File: config.mk
export PLATFORM = sky130hd
export DESIGN_NAME = arm_cond_ctrl_flat
export DESIGN_NICKNAME = d
export VERILOG_FILES = /design/src/rtl/arm_cond_ctrl_pkg.sv /design/src/rtl/arm_cond_ctrl_if.sv /design/src/rtl/arm_cond_check.sv /design/src/rtl/arm_cond_ctrl.sv /design/src/flat_wrapper.sv
export SDC_FILE = /design/constraint.sdc
export NUM_CORES = 1
export LEC_CHECK = 0
export CAP_MARGIN = 10
export CORE_UTILIZATION = 40
export CTS_BUF_LIST = sky130_fd_sc_hd__clkbuf_16
export DETAILED_ROUTE_END_ITERATION = 8
export PLACE_DENSITY = 0.9
export SLEW_MARGIN = 10
export SYNTH_ARGS = -nofsm -noshare
export SYNTH_HDL_FRONTEND = slang
export SYNTH_SLANG_ARGS = --single-unit
export TNS_END_PERCENT = 20
File: constraint.sdc
create_clock -name clk -period 2.18 [get_ports clk]
set_input_delay 0.327 -clock clk [delete_from_list [all_inputs] [get_ports clk]]
set_output_delay 0.327 -clock clk [all_outputs]
set_load 0.005 [all_outputs]
File: src/rtl/arm_cond_ctrl_pkg.sv
// Shared types for the ARM conditional-execution controller: condition codes,
// sequencer states, NZCV bit positions and the wait-counter sizing helper.
package arm_ctrl_pkg;

   typedef enum logic [3:0] {
      EQ = 4'h0, NE, CS, CC, MI, PL, VS, VC,
      HI, LS, GE, LT, GT, LE, AL, NV
   } cond_e;

   typedef enum logic {
      IDLE = 1'b0,
      WAIT = 1'b1
   } ctrl_state_e;

   localparam int N = 3;
   localparam int Z = 2;
   localparam int C = 1;
   localparam int V = 0;

   // Counter must hold the larger of the two terminal counts without wrapping.
   function automatic int cnt_width(input int lat, input int tmo);
      int m;
      m = (lat > tmo) ? lat : tmo;
      return (m < 1) ? 1 : $clog2(m + 1);
   endfunction

endpackage

File: src/rtl/arm_cond_ctrl_if.sv
// Decoder-side and datapath-side signals of the conditional controller.
// slave: the controller itself; master: whatever drives the decoder fields.
interface arm_cond_ctrl_if;

   logic [3:0] Cond;
   logic [3:0] ALUFlags;
   logic [1:0] FlagW;
   logic       PCS_from_decoder;
   logic       RegW_from_decoder;
   logic       MemW_from_decoder;
   logic       MemtoReg;
   logic       NoWrite;
   logic       MemAck;

   logic       PCSrc;
   logic       RegWrite;
   logic       MemWrite;
   logic       MemReq;
   logic       Stall;
   logic       Fault;
   logic       CondEx;
   logic [3:0] Flags;

   modport slave (
      input  Cond, ALUFlags, FlagW, PCS_from_decoder, RegW_from_decoder,
             MemW_from_decoder, MemtoReg, NoWrite, MemAck,
      output PCSrc, RegWrite, MemWrite, MemReq, Stall, Fault, CondEx, Flags
   );

   modport master (
      output Cond, ALUFlags, FlagW, PCS_from_decoder, RegW_from_decoder,
             MemW_from_decoder, MemtoReg, NoWrite, MemAck,
      input  PCSrc, RegWrite, MemWrite, MemReq, Stall, Fault, CondEx, Flags
   );

endinterface

File: src/rtl/arm_cond_check.sv
// ARM condition-code evaluator: Cond + NZCV -> pass/fail, purely combinational.
// Zero latency, no handshake; 1111 is treated as never-execute.
module arm_cond_check
   import arm_ctrl_pkg::*;
(
   input  logic [3:0] cond,
   input  logic [3:0] flags,
   output logic       cond_ex
);

   logic n, z, c, v;

   always_comb begin
      n = flags[N];
      z = flags[Z];
      c = flags[C];
      v = flags[V];
      cond_ex = 1'b0;
      unique case (cond_e'(cond))
         EQ: cond_ex = z;
         NE: cond_ex = ~z;
         CS: cond_ex = c;
         CC: cond_ex = ~c;
         MI: cond_ex = n;
         PL: cond_ex = ~n;
         VS: cond_ex = v;
         VC: cond_ex = ~v;
         HI: cond_ex = c & ~z;
         LS: cond_ex = ~c | z;
         GE: cond_ex = ~(n ^ v);
         LT: cond_ex = n ^ v;
         GT: cond_ex = ~z & ~(n ^ v);
         LE: cond_ex = z | (n ^ v);
         AL: cond_ex = 1'b1;
         NV: cond_ex = 1'b0;
      endcase
   end

endmodule

File: src/rtl/arm_cond_ctrl.sv
// Gates decoder writes by condition and sequences multi-cycle memory accesses.
// Non-memory ops commit in one cycle; memory ops hold Stall for MEM_LATENCY or until MemAck/timeout.
module arm_cond_ctrl
   import arm_ctrl_pkg::*;
#(
   parameter int MEM_LATENCY = 2,
   parameter int USE_ACK     = 0,
   parameter int ACK_TIMEOUT = 15
) (
   input  logic           clk,
   input  logic           reset,
   arm_cond_ctrl_if.slave bus
);

   localparam int CW = cnt_width(MEM_LATENCY, ACK_TIMEOUT);
   localparam logic [CW-1:0] LAT_C = CW'(MEM_LATENCY);
   localparam logic [CW-1:0] TMO_C = CW'(ACK_TIMEOUT);
   localparam bit NEED_WAIT = (USE_ACK != 0) || (MEM_LATENCY > 0);

   ctrl_state_e   state, state_nxt;
   logic [CW-1:0] cnt, cnt_nxt;
   logic [3:0]    flags, flags_nxt;

   logic cond_ex;
   logic mem_op;
   logic commit;
   logic stall;
   logic mem_req;
   logic fault;

   arm_cond_check u_cond_check (
      .cond    (bus.Cond),
      .flags   (flags),
      .cond_ex (cond_ex)
   );

   assign mem_op = cond_ex & (bus.MemW_from_decoder | bus.MemtoReg);

   always_ff @(posedge clk or posedge reset) begin
      if (reset) begin
         state <= IDLE;
         cnt   <= '0;
         flags <= '0;
      end else begin
         state <= state_nxt;
         cnt   <= cnt_nxt;
         flags <= flags_nxt;
      end
   end

   always_comb begin
      state_nxt = state;
      cnt_nxt   = cnt;
      commit    = 1'b0;
      stall     = 1'b0;
      mem_req   = 1'b0;
      fault     = 1'b0;
      unique case (state)
         IDLE: begin
            if (mem_op && NEED_WAIT) begin
               stall     = 1'b1;
               mem_req   = 1'b1;
               cnt_nxt   = CW'(1);
               state_nxt = WAIT;
            end else begin
               commit  = 1'b1;
               mem_req = mem_op;
            end
         end
         WAIT: begin
            mem_req = 1'b1;
            if (USE_ACK != 0) begin
               if (bus.MemAck) begin
                  commit    = 1'b1;
                  cnt_nxt   = '0;
                  state_nxt = IDLE;
               end else if (cnt >= TMO_C) begin
                  // Abandon the access: no writes and no flag update this cycle.
                  fault     = 1'b1;
                  cnt_nxt   = '0;
                  state_nxt = IDLE;
               end else begin
                  stall   = 1'b1;
                  cnt_nxt = cnt + CW'(1);
               end
            end else begin
               if (cnt >= LAT_C) begin
                  commit    = 1'b1;
                  cnt_nxt   = '0;
                  state_nxt = IDLE;
               end else begin
                  stall   = 1'b1;
                  cnt_nxt = cnt + CW'(1);
               end
            end
         end
      endcase
   end

   always_comb begin
      flags_nxt = flags;
      if (commit && cond_ex) begin
         if (bus.FlagW[1]) flags_nxt[N:Z] = bus.ALUFlags[N:Z];
         if (bus.FlagW[0]) flags_nxt[C:V] = bus.ALUFlags[C:V];
      end
   end

   // Every output is forced low while reset is held, independent of the clock.
   assign bus.PCSrc    = ~reset & commit & bus.PCS_from_decoder & cond_ex;
   assign bus.RegWrite = ~reset & commit & bus.RegW_from_decoder & cond_ex & ~bus.NoWrite;
   assign bus.MemWrite = ~reset & commit & bus.MemW_from_decoder & cond_ex;
   assign bus.MemReq   = ~reset & mem_req;
   assign bus.Stall    = ~reset & stall;
   assign bus.Fault    = ~reset & fault;
   assign bus.CondEx   = ~reset & cond_ex;
   assign bus.Flags    = flags;

   a_no_fault_with_stall: assert property (
      @(posedge clk) disable iff (reset) !(bus.Fault && bus.Stall));

   a_inputs_held_in_stall: assert property (
      @(posedge clk) disable iff (reset)
      bus.Stall |=> $stable({bus.Cond, bus.ALUFlags, bus.FlagW, bus.PCS_from_decoder,
                             bus.RegW_from_decoder, bus.MemW_from_decoder,
                             bus.MemtoReg, bus.NoWrite}));

endmodule

File: src/flat_wrapper.sv
// flat-port wrapper written by rule: the top's interface ports become plain ports
module arm_cond_ctrl_flat import arm_ctrl_pkg::*;
#(
   parameter int MEM_LATENCY = 2,
   parameter int USE_ACK     = 0,
   parameter int ACK_TIMEOUT = 15
)
  (clk, reset, bus_Cond, bus_ALUFlags, bus_FlagW, bus_PCS_from_decoder, bus_RegW_from_decoder, bus_MemW_from_decoder, bus_MemtoReg, bus_NoWrite, bus_MemAck, bus_PCSrc, bus_RegWrite, bus_MemWrite, bus_MemReq, bus_Stall, bus_Fault, bus_CondEx, bus_Flags);
  arm_cond_ctrl_if bus_i ();
  input  logic clk;
  input  logic reset;
  input wire logic [$bits(bus_i.Cond)-1:0] bus_Cond;
  input wire logic [$bits(bus_i.ALUFlags)-1:0] bus_ALUFlags;
  input wire logic [$bits(bus_i.FlagW)-1:0] bus_FlagW;
  input wire logic [$bits(bus_i.PCS_from_decoder)-1:0] bus_PCS_from_decoder;
  input wire logic [$bits(bus_i.RegW_from_decoder)-1:0] bus_RegW_from_decoder;
  input wire logic [$bits(bus_i.MemW_from_decoder)-1:0] bus_MemW_from_decoder;
  input wire logic [$bits(bus_i.MemtoReg)-1:0] bus_MemtoReg;
  input wire logic [$bits(bus_i.NoWrite)-1:0] bus_NoWrite;
  input wire logic [$bits(bus_i.MemAck)-1:0] bus_MemAck;
  output wire logic [$bits(bus_i.PCSrc)-1:0] bus_PCSrc;
  output wire logic [$bits(bus_i.RegWrite)-1:0] bus_RegWrite;
  output wire logic [$bits(bus_i.MemWrite)-1:0] bus_MemWrite;
  output wire logic [$bits(bus_i.MemReq)-1:0] bus_MemReq;
  output wire logic [$bits(bus_i.Stall)-1:0] bus_Stall;
  output wire logic [$bits(bus_i.Fault)-1:0] bus_Fault;
  output wire logic [$bits(bus_i.CondEx)-1:0] bus_CondEx;
  output wire logic [$bits(bus_i.Flags)-1:0] bus_Flags;
  assign bus_i.Cond = bus_Cond;
  assign bus_i.ALUFlags = bus_ALUFlags;
  assign bus_i.FlagW = bus_FlagW;
  assign bus_i.PCS_from_decoder = bus_PCS_from_decoder;
  assign bus_i.RegW_from_decoder = bus_RegW_from_decoder;
  assign bus_i.MemW_from_decoder = bus_MemW_from_decoder;
  assign bus_i.MemtoReg = bus_MemtoReg;
  assign bus_i.NoWrite = bus_NoWrite;
  assign bus_i.MemAck = bus_MemAck;
  assign bus_PCSrc = bus_i.PCSrc;
  assign bus_RegWrite = bus_i.RegWrite;
  assign bus_MemWrite = bus_i.MemWrite;
  assign bus_MemReq = bus_i.MemReq;
  assign bus_Stall = bus_i.Stall;
  assign bus_Fault = bus_i.Fault;
  assign bus_CondEx = bus_i.CondEx;
  assign bus_Flags = bus_i.Flags;
  arm_cond_ctrl #(.MEM_LATENCY(MEM_LATENCY), .USE_ACK(USE_ACK), .ACK_TIMEOUT(ACK_TIMEOUT)) u_core (.clk(clk), .reset(reset), .bus(bus_i));
endmodule
# == Yosys cells after proc, flatten, opt, wreduce, memory -nomap -nowiden ==
# Index checks and enable logic that the tools add are counted.
# word_totals
word_cells,63
register_bits,9
out_inout_bits,11
inputBits,18
# classes
reduce_logical,4
addsub,1
mux,11
n_lt_le_gt_ge,1
n_bitwise,26
n_eq_ne,16
# ops
op,count
4-bit == test (second input constant),8
4-bit by 3-bit == test with 1-bit output (second input constant),4
1-bit case mux with 16 select lines,1
1-bit bitwise AND,14
4-bit by 2-bit == test with 1-bit output (second input constant),2
4-bit 2-to-1 mux,2
1-bit inverter,8
4-bit case mux with 2 select lines,1
1-bit case mux with 2 select lines,3
4-bit by 1-bit adder with 4-bit output (second input constant),1
4-bit by 1-bit == test with 1-bit output (second input constant),1
4-bit by 2-bit >= comparator with 1-bit output (second input constant),1
4-bit logical NOT,1
1-bit 2-to-1 mux,4
2-bit AND reduction,2
1-bit OR,3
2-bit by 1-bit inequality test with 1-bit output (second input constant),1
1-bit logical AND,1
1-bit bitwise XOR,1

# == Longest topological paths before layout ==
# Gate-level depths: netlist of the first run.
# logic_depth
word_depth,11
depth_mapped,7
depth_no_buf,7

# == Cells and area by module ==
# A second synthesis of the first run with hierarchy kept.
# unflattened
cells_unflattened,67
area_unflattened_um2,635.6
# modules_own_cells
mod,cells_each,seq_area_each_um2,area_per_inst_um2,instances
arm_cond_ctrl,44,225.2,480.5,1
arm_cond_check,23,0.0,155.1,1

# == Worst setup path after synthesis of the first run ==
# OpenSTA, ideal clock, no wires.
# synth_timing
kind,register to output
startpoint,register u_core.flags[3] (netlist: u_core.bus.Flags[3])
endpoint,output port bus_MemWrite
required_time_ns,1.853
path_slack_ns,0.058
t_arrival_ns,1.795
stages_incl_launch_ff,7
path_buffers,0
cell_sequence,dfrtp_1 xor2_1 or4b_1 a31oi_1 o32a_2 and2_4 and4_1
# synth_via
elab_chain_len,10
elab_cells_between_ends,12
cone_classes,mux (3); bitwise (9)
# synth_lines
item,line_no,source
start: declaration,arm_cond_ctrl.sv:22,"logic [3:0] flags, flags_nxt;"
start signal: assignment,arm_cond_ctrl.sv:47,flags <= flags_nxt;
1-bit bitwise XOR,n/a,
1-bit inverter,"arm_cond_check.sv:30, arm_cond_check.sv:32",
1-bit bitwise AND,arm_cond_check.sv:32,GT: cond_ex = ~z & ~(n ^ v);
1-bit case mux with 16 select lines *,arm_cond_check.sv:19,unique case (cond_e'(cond))
1-bit bitwise AND,arm_cond_ctrl.sv:37,assign mem_op = cond_ex & (bus.MemW_from_decoder | bus.MemtoReg);
1-bit 2-to-1 mux,arm_cond_ctrl.sv:60,if (mem_op && NEED_WAIT) begin
1-bit case mux with 2 select lines,arm_cond_ctrl.sv:58,unique case (state)
1-bit bitwise AND (2 in series),arm_cond_ctrl.sv:111,assign bus.MemWrite = ~reset & commit & bus.MemW_from_decoder & cond_ex;
1-bit bitwise AND *,arm_cond_ctrl.sv:111,
end: declaration,flat_wrapper.sv:23,output wire logic [$bits(bus_i.MemWrite)-1:0] bus_MemWrite;
# Every way passes the cells marked *; elsewhere a longest branch is shown, timed or not.

# == Worst setup path after layout of the first run ==
# layout_timing
startpoint,register u_core.flags[3] (netlist: u_core.bus.Flags[3])
endpoint,output port bus_RegWrite
# layout_via
elab_chain_len,11
elab_cells_between_ends,13
cone_classes,mux (3); bitwise (10)
# layout_lines
item,line_no,source
1-bit bitwise XOR,n/a,
1-bit inverter,"arm_cond_check.sv:30, arm_cond_check.sv:32",
1-bit bitwise AND,arm_cond_check.sv:32,
1-bit case mux with 16 select lines *,arm_cond_check.sv:19,
1-bit bitwise AND,arm_cond_ctrl.sv:37,
1-bit 2-to-1 mux,arm_cond_ctrl.sv:60,
1-bit case mux with 2 select lines,arm_cond_ctrl.sv:58,
1-bit bitwise AND (2 in series),arm_cond_ctrl.sv:110,assign bus.RegWrite = ~reset & commit & bus.RegW_from_decoder & cond_ex & ~bus.NoWrite;
1-bit bitwise AND * (2 in series),arm_cond_ctrl.sv:110,
end: declaration,flat_wrapper.sv:22,output wire logic [$bits(bus_i.RegWrite)-1:0] bus_RegWrite;
# Marked as above.

==> metrics, run 1 <==
outcome=finished with violations; failing checks=setup timing; Avg Cell Area, Syn=9.49 um^2; Area Overhead vs Synth=84.6%; CTS Buffer Depth=2; Num CTS Buffers=3; Post-Syn Nets=87; Max Slew Vio Count=0; n_diodes=0; Setup crit end kind=primary output; largest net degree at the start of global routing=10; Finished Layout Cells=between 100 and 150; CP required=approximately 1.9 ns; Post-DP HPWL=roughly 1300 um; max cap viols=0; unrepaired setup endpoints after global routing=true; Period minus WS final=2.55 ns; CTS sink count=9; placed cell count=125; Worst Hold Class=input pin to async pin; Max FO, Critical Path=4; vias in the first global route=approximately 750; Final Hold Fails=0; vias=around 710; H-tree depth=1; fill count=95; most frequent cells in the layout=18 x buf_4, 17 x clkdlybuf4s50_1, 9 x dfrtp_1; drt first-iter violations=14; CP arrival=approximately 2.2 ns; number of remaining DRC errors=0; Ys Warns=0; Tot GR Track Use=between 20% and 30%; global-route wire length before repair=around 3000 um; # IOs=29; Max IR drop VDD=about 0.0008 V; Starting Density=roughly 43%; clock root buffer=clkbuf_16; #FFs+latches synth=9; CP Launch Type=flop; PortBufs=26; Final #Nets=around 140; Netlist Area Pre-Place=roughly 640 um^2; Distinct cells, synth=36; Final Cycle Share=117%; top post-synthesis cells by area=dfrtp_1 35%, mux2_2 7.1%, ha_1 3.9%, mux2i_1 3.1%, nand2_1 3.0%; power per standard cell area=1230 mW/mm^2; Post-Synthesis Cells=67; die width=41.9 um; post-route ant nets=0; Avg WL per Cell=~15 um; cell taking the most area after synthesis=dfrtp_1; CTS tree=done; Post-synth EDFFs=0; setup violators final=6; Synth top area share=between 30% and 40%; gr ovfl total=0; Final Skew=0.00357 ns; Std-Cell Rows=14; Leakage=approximately 0.00056 uW; most common cell after layout, fill and taps aside=buf_4; Total Wirelength=1950 um; via density per instance=~5.4; worst hold slack=roughly 0.47 ns; ys async rst share=100%; total negative slack=-1.91 ns; Total Die Area=between 0.0015 and 0.002 mm^2; share of layout cells above drive strength 1=around 37%; Worst-path clk slew=0.04 ns; Setup WS post-layout=-0.369 ns; clock latency at the later pin of the worst-skew pair=0.24 ns; Most used DFF post-synth=dfrtp_1; Core ar.=between 0.001 and 0.0015 mm^2; initial antenna violation count=0; chip height=between 40 and 50 um; Max Freq=0.392 GHz; kind of critical path=flop to primary output; RD Place Congestion=between 0.8 and 0.9; worst slack, placed=-0.786 ns; DRT Pass-1 Iters=4; Seq/Total Area, Yosys=a little over a third; Core Util, Final=between 70% and 80%
-- area by class of cell --
type                    instances  area [um^2]  area share [%]
well taps                      16         20.0            1.71
clock buffers                   3         75.1            6.40
clock inverters                 1         3.75           0.320
repair buffers                 47          405            34.5
flip-flops and latches          9          225            19.2
multi-input cells              52          433            36.9
inverters                       3         11.3           0.959
-- through the flow --
| stage | cell area, um^2 | power [uW] |
|---|---|---|
| floorplan | 636 | 602 |
| global placement | 1030 | 1000 |
| detailed placement | 1030 | 1030 |
| CTS | 1130 | 1390 |
| global route | 1170 | 1530 |
| finish | 1170 | 1440 |
-- logic make-up after synthesis --
family	share of synthesized area (%)
flip-flops	35.4
other	0.590
adder cells (fa/ha/maj)	3.94
multiplexers	10.2
XOR/XNOR	4.13
buffers and inverters	5.51
AO/OA/AOI/OAI	14.2
AND/OR/NAND/NOR	26.0
-- report_power, final --
group / switching (uW) / leakage, uW / total (uW) / internal, uW
Combinational: 337 / 0.000401 / 832 / 495
Sequential: 49.0 / 0.000112 / 287 / 238
Clock: 82.2 / 0.0000423 / 322 / 240
-- sequential cells by signal, indices dropped and copies added, names as in the netlist --
name and flops:
u_core.bus.Flags 4, u_core.cnt 4, u_core.state 1
-- routing by layer --
layer | wire (um) | global-route usage (%)
met2 | 1000 | 43.1
met4 | 64 | 10.3
met5 | 0 | 0
met1 | 792 | 23.3
met3 | 93 | 3.91
-- critical path: stages, from the launching register on --
cell and delay, ns:
dfrtp_1 0.41, xor2_1 0.17, or4b_4 0.53, a31oi_4 0.16
o32a_4 0.21, buf_6 0.09, and2_4 0.14, and4b_1 0.18
buf_2 0.11
-- synth_stat cells (2+ instances only) --
cell type	n
nand2b_1	2
nand2_1	5
inv_1	3
mux2i_1	2
mux2_2	4
xnor2_1	2
nor2_1	4
ha_1	2
nor2b_1	3
nand3_1	3
a21oi_1	3
nor4_1	2
dfrtp_1	9
-- worst paths after layout --
kind,from,to,slack [ns],cells after the start
max,u_core.bus.Flags[3]$_DFFE_PP0P_,bus_RegWrite,-0.37,8
min,reset,u_core.state$_DFF_PP0_,0.47,3
max reg2reg,u_core.bus.Flags[3]$_DFFE_PP0P_,u_core.bus.Flags[0]$_DFFE_PP0P_,0.02,7
min reg2reg,u_core.cnt[3]$_DFFE_PP0P_,u_core.cnt[3]$_DFFE_PP0P_,0.53,1
max in group asynchronous,reset,u_core.cnt[1]$_DFFE_PP0P_,1.57,3
min in group clk,u_core.cnt[3]$_DFFE_PP0P_,u_core.cnt[3]$_DFFE_PP0P_,0.53,1
-- timing repair --
item                       4_1_cts  5_1_grt
hold buffers                     0        0
setup endpoints to repair       13       10
setup buffers                    3        0
pin swaps                       11        4
gates resized for setup         27       10
(Power assumes the default switching activity.)
==> inputs of run 2 (changes only) <==
--- a/config.mk
+++ b/config.mk
@@ -10,6 +10,7 @@
 export CTS_BUF_LIST = sky130_fd_sc_hd__clkbuf_16
 export DETAILED_ROUTE_END_ITERATION = 8
 export PLACE_DENSITY = 0.9
+export SETUP_SLACK_MARGIN = 0.3
 export SLEW_MARGIN = 10
 export SYNTH_ARGS = -nofsm -noshare
 export SYNTH_HDL_FRONTEND = slang
==> metrics, run 2 (same netlist as run 1, synthesis figures left out) <==
Std-Cell Rows=14; CP Buf/Inv Count=3; CP arrival=2.26 ns; CP Launch Type=flop; worst reg2reg path depth=10; Leakage=0.000589 uW; Worst R2R Setup Slack=-0.07 ns; Register Area=around 230 um^2; fin area=0.00122 mm^2; drt first-iter violations=3; Total Wirelength=roughly 2100 um; global-route wire length before repair=between 3000 and 4000 um; Final Skew=approximately 0.004 ns; outcome=finished with violations; Setup crit end kind=primary output; Core Util, Final=81.8%; Setup WS post-layout=-0.408 ns; chip height=~42 um; power per standard cell area=between 1000 and 1500 mW/mm^2; placed cell count=~130; PortBufs=26; vias in the first global route=721; metal3 WL=slightly above 80 um; via density per instance=5.42; CP required=approximately 1.9 ns; unrepaired setup endpoints after global routing=true; post-place instance area=0.00103 mm^2; area occupied by multi-input gates=458 um^2; initial antenna violation count=0; clock root buffer=clkbuf_16; clock share of power=between 20% and 30%; number of remaining DRC errors=0; CP dominant cell by count=buf_6; max incr delay on CP=approximately 0.4 ns; post-route ant nets=0; max layer used=met4; Final Hold Fails=0; Net Sw Frac=~33%; cell-internal power=between 1000 and 1500 uW; Num CTS Buffers=3; max cap viols=0; failing checks=setup timing; Critical-path top delay cell=dfrtp_1; Psw=about 530 uW; largest net degree at the start of global routing=10; Max FO, Critical Path=4; setup violators final=10; Final Cycle Share=119%; Max Slew Vio Count=0; die width=41.9 um; Worst R2R Start=u_core.bus.Flags[0]$_DFFE_PP0P_; # IOs=29; Routed met2 length=~1100 um; hold buffers post-CTS=0; RD Place Congestion=0.882; Starting Density=42.7%; Max IR drop VDD=around 0.00078 V; Period minus WS final=2.59 ns; cells along the critical path=buf_6, mux2i_2, xnor2_1, a32o_2, o32a_4, buf_6, and2_4, and4b_1, buf_2; Avg WL per Cell=around 16 um; vias=721; Core ar.=0.00149 mm^2; clock latency at the later pin of the worst-skew pair=approximately 0.24 ns; kind of critical path=flop to primary output; Area Overhead vs Synth=91.7%; n_diodes=0; Tot GR Track Use=a little under a quarter; DRT Pass-1 Iters=4; H-tree depth=1; Post-DP HPWL=1320 um; Crit path max-delay family=compound AO/OA/AOI/OAI gates; Total Die Area=~0.0018 mm^2; worst slack, placed=-0.746 ns; Final #Nets=~140; CTS sink count=9; Worst-path clk slew=roughly 0.04 ns; share of layout cells above drive strength 1=40.2%; CTS Buffer Depth=2; Comb power frac=roughly three fifths; routed length on met1=between 800 and 900 um; most frequent cells in the layout=17 x clkdlybuf4s50_1, 17 x buf_4, 9 x dfrtp_1; Worst Hold Class=input pin to async pin; Reg-to-Reg End=u_core.bus.Flags[3]$_DFFE_PP0P_; Max Freq=around 0.39 GHz; Finished Layout Cells=133; Reg power frac=18.6%; gr ovfl total=0; CTS tree=done; fill count=88
[run 2: per-layer routing]
metal  GRT usage (%)  vias to the layer above
met2            41.9                       27
met5               0                        -
li1                -                      339
met1            24.9                      346
met4            13.5                        0
met3            6.52                        9
[run 2: layout make-up]
cell class	instances	area share, %
clock inverters	1	0.308
well taps	16	1.64
repair buffers	49	34.9
inverters	3	0.924
clock buffers	3	6.16
flip-flops and latches	9	18.5
multi-input cells	52	37.6
[run 2: worst max-delay path by stage]
stage,start,endpoint,slack (ns),cells past startpoint
2_1_floorplan,u_core.bus.Flags[3]$_DFFE_PP0P_,bus_MemWrite,0.06,6
3_5_place_dp,bus_Cond[1],bus_MemWrite,-0.75,8
5_1_grt,bus_Cond[0],bus_RegWrite,-0.51,10
3_3_place_gp,bus_Cond[1],bus_MemWrite,-0.76,8
6_report,u_core.bus.Flags[0]$_DFFE_PP0P_,bus_RegWrite,-0.41,9
4_1_cts,u_core.bus.Flags[0]$_DFFE_PP0P_,bus_RegWrite,-0.41,8
[run 2: worst register-to-register path, stage by stage, from the launching register on]
cell and delay [ns]:
dfrtp_1 0.41, xor2_1 0.16, buf_4 0.14, buf_6 0.11, mux2i_2 0.14, nor4_2 0.32
o32a_4 0.22, buf_6 0.11, buf_6 0.11, nand3_4 0.09, mux2_4 0.32
[run 2: repair_timing]
| item | CTS | global route |
|---|---|---|
| gates resized for setup | 26 | 19 |
| gates cloned | 0 | 0 |
| buffers inserted | 3 | 1 |
| pin swaps | 9 | 8 |
| setup endpoints to repair | 15 | 15 |
[run 2: metrics by stage]
step	TNS, ns	hold WS [ns]	power, uW
finish	-2.47	0.447	1580
global route	-3.48	0.486	1670
detailed placement	-7.30	0.503	1010
global placement	-7.19	0.493	990
CTS	-2.52	0.451	1410
floorplan	0	0.163	602
[run 2: power by group through the flow]
| stage | sequential [uW] | combinational (uW) | clock (uW) |
|---|---|---|---|
| global route | 296 | 1030 | 344 |
| global placement | 283 | 707 | 0 |
| CTS | 284 | 795 | 333 |
| floorplan | 310 | 292 | 0 |
| detailed placement | 286 | 725 | 0 |
| finish | 293 | 953 | 330 |
==> inputs of run 3 (changes only) <==
--- a/config.mk
+++ b/config.mk
@@ -6,11 +6,13 @@
 export NUM_CORES = 1
 export LEC_CHECK = 0
 export CAP_MARGIN = 10
+export CORE_MARGIN = 2
 export CORE_UTILIZATION = 40
 export CTS_BUF_LIST = sky130_fd_sc_hd__clkbuf_16
+export CTS_CLUSTER_DIAMETER = 50
 export DETAILED_ROUTE_END_ITERATION = 8
 export PLACE_DENSITY = 0.9
-export SETUP_SLACK_MARGIN = 0.3
+export SETUP_SLACK_MARGIN = 0.05
 export SLEW_MARGIN = 10
 export SYNTH_ARGS = -nofsm -noshare
 export SYNTH_HDL_FRONTEND = slang
==> metrics, run 3 (same netlist as run 1, synthesis figures left out) <==
outcome=finished with violations; failing checks=setup timing; Final Skew=about 0.0061 ns; Setup crit end kind=primary output; Period minus WS final=2.53 ns; drt first-iter violations=19; Final Hold Fails=0; CP arrival=2.20 ns; Starting Density=42.2%; Max Freq=roughly 0.40 GHz; clock latency at the later pin of the worst-skew pair=about 0.24 ns; Core ar.=roughly 0.0015 mm^2; Total Die Area=between 0.0015 and 0.002 mm^2; fill count=between 100 and 150; DRT Pass-1 Iters=4; Reg-to-Reg End=u_core.bus.Flags[0]$_DFFE_PP0P_; Finished Layout Cells=roughly 130; PortBufs=26; Num CTS Buffers=3; post-route ant nets=0; placed cell count=around 130; # IOs=29; chip height=43.9 um; Worst R2R Start=u_core.bus.Flags[3]$_DFFE_PP0P_; setup violators final=11; max cap viols=0; vias in the first global route=slightly below 800; CP required=1.85 ns; CTS sink count=9; H-tree depth=1; Final #Nets=between 100 and 150; Max IR drop VDD=0.000878 V; Worst R2R Setup Slack=-0.08 ns; die width=~44 um; Max FO, Critical Path=4; most common cell after layout, fill and taps aside=buf_4; Max Slew Vio Count=0; Final Cycle Share=116%; worst reg2reg path depth=9; CTS Buffer Depth=2; vias=757; Leakage=roughly 0.00057 uW; Avg WL per Cell=16.4 um; most frequent cells in the layout=18 x buf_4, 17 x clkdlybuf4s50_1, 9 x dfrtp_1; fin area=between 0.001 and 0.0015 mm^2; Tot GR Track Use=about a quarter; gr ovfl total=0; CTS tree=done; Worst Hold Class=input pin to async pin; CP Launch Type=flop; unrepaired setup endpoints after global routing=true; largest net degree at the start of global routing=10; global-route wire length before repair=between 3000 and 4000 um; Post-DP HPWL=between 1000 and 1500 um; power per standard cell area=roughly 1200 mW/mm^2; kind of critical path=flop to primary output; RD Place Congestion=a little over 0.9; clock root buffer=clkbuf_16; Total Wirelength=2170 um; number of remaining DRC errors=0; via density per instance=5.73; Area Overhead vs Synth=84.8%; share of layout cells above drive strength 1=about two fifths; Worst-path clk slew=about 0.040 ns; post-place instance area=~0.0010 mm^2; n_diodes=0; Std-Cell Rows=14; worst hold slack=between 0.4 and 0.5 ns; initial antenna violation count=0; Setup WS post-layout=-0.348 ns
## run 3: cell types whose count changed in the layout (fill, tap and decap cells not counted), moves of 2 or more
cell	previous run	this run
a21oi_2	0	2
buf_6	6	4
mux2_2	0	4
mux2_4	4	0
mux2i_1	0	2
mux2i_2	2	0
## run 3: through the flow
| step | util (%) | setup slack, ns | setup TNS, ns | power, uW |
|---|---|---|---|---|
| floorplan | - | 0.0580 | 0 | 602 |
| global placement | 69.7 | -0.716 | -6.77 | 1020 |
| detailed placement | 69.7 | -0.738 | -7.23 | 1040 |
| CTS | 76.4 | -0.370 | -2.45 | 1420 |
| global route | 78.0 | -0.386 | -2.63 | 1560 |
| finish | 78.0 | -0.348 | -2.14 | 1470 |
## run 3: worst max path at each step
| stage | start | slack [ns] | end | cells after the start |
|---|---|---|---|---|
| finish | u_core.bus.Flags[3]$_DFFE_PP0P_ | -0.35 | bus_RegWrite | 7 |
| global route | u_core.bus.Flags[3]$_DFFE_PP0P_ | -0.39 | bus_RegWrite | 7 |
| CTS | u_core.bus.Flags[3]$_DFFE_PP0P_ | -0.37 | bus_RegWrite | 7 |
| detailed placement | bus_Cond[1] | -0.74 | bus_MemWrite | 9 |
| global placement | bus_Cond[1] | -0.72 | bus_MemWrite | 9 |
| floorplan | u_core.bus.Flags[3]$_DFFE_PP0P_ | 0.06 | bus_MemWrite | 6 |
## run 3: layout make-up
class / count / area [um^2] / share of cell area (%)
timing repair buffer: 48 / 410 / 34.9
clock buffer: 3 / 75.1 / 6.39
clock inverter: 1 / 3.75 / 0.319
tap: 16 / 20.0 / 1.70
inverter: 3 / 11.3 / 0.958
sequential: 9 / 225 / 19.2
multi-input combinational: 52 / 429 / 36.5
## run 3: where the power goes
part | internal [uW] | total (uW) | leakage, uW | switching (uW)
clock network | 240 | 323 | 0.0000423 | 83.1
registers | 238 | 287 | 0.000112 | 49.0
logic | 501 | 856 | 0.000413 | 356
## run 3: routing by layer
metal	routed length (um)	track usage, %	up-vias
met5	0	0	-
met4	59	9.09	0
met3	187	8.33	9
met2	1150	44.1	47
met1	772	26.2	360
li1	-	-	341
## run 3: what timing repair did
action / CTS / global route
hold buffers: 0 / 0
buffers inserted: 1 / 0
hold endpoints to repair: 0 / 0
resized for setup: 35 / 5
endpoints found under the setup margin: 15 / 14
pin swaps: 11 / 3
## run 3: worst max-delay path, stage by stage (launching register included)
cell	delay, ns
dfrtp_1	0.41
xor2_1	0.17
or4b_1	0.53
a31oi_2	0.20
o32a_4	0.22
and2_4	0.15
and4b_1	0.18
buf_2	0.11
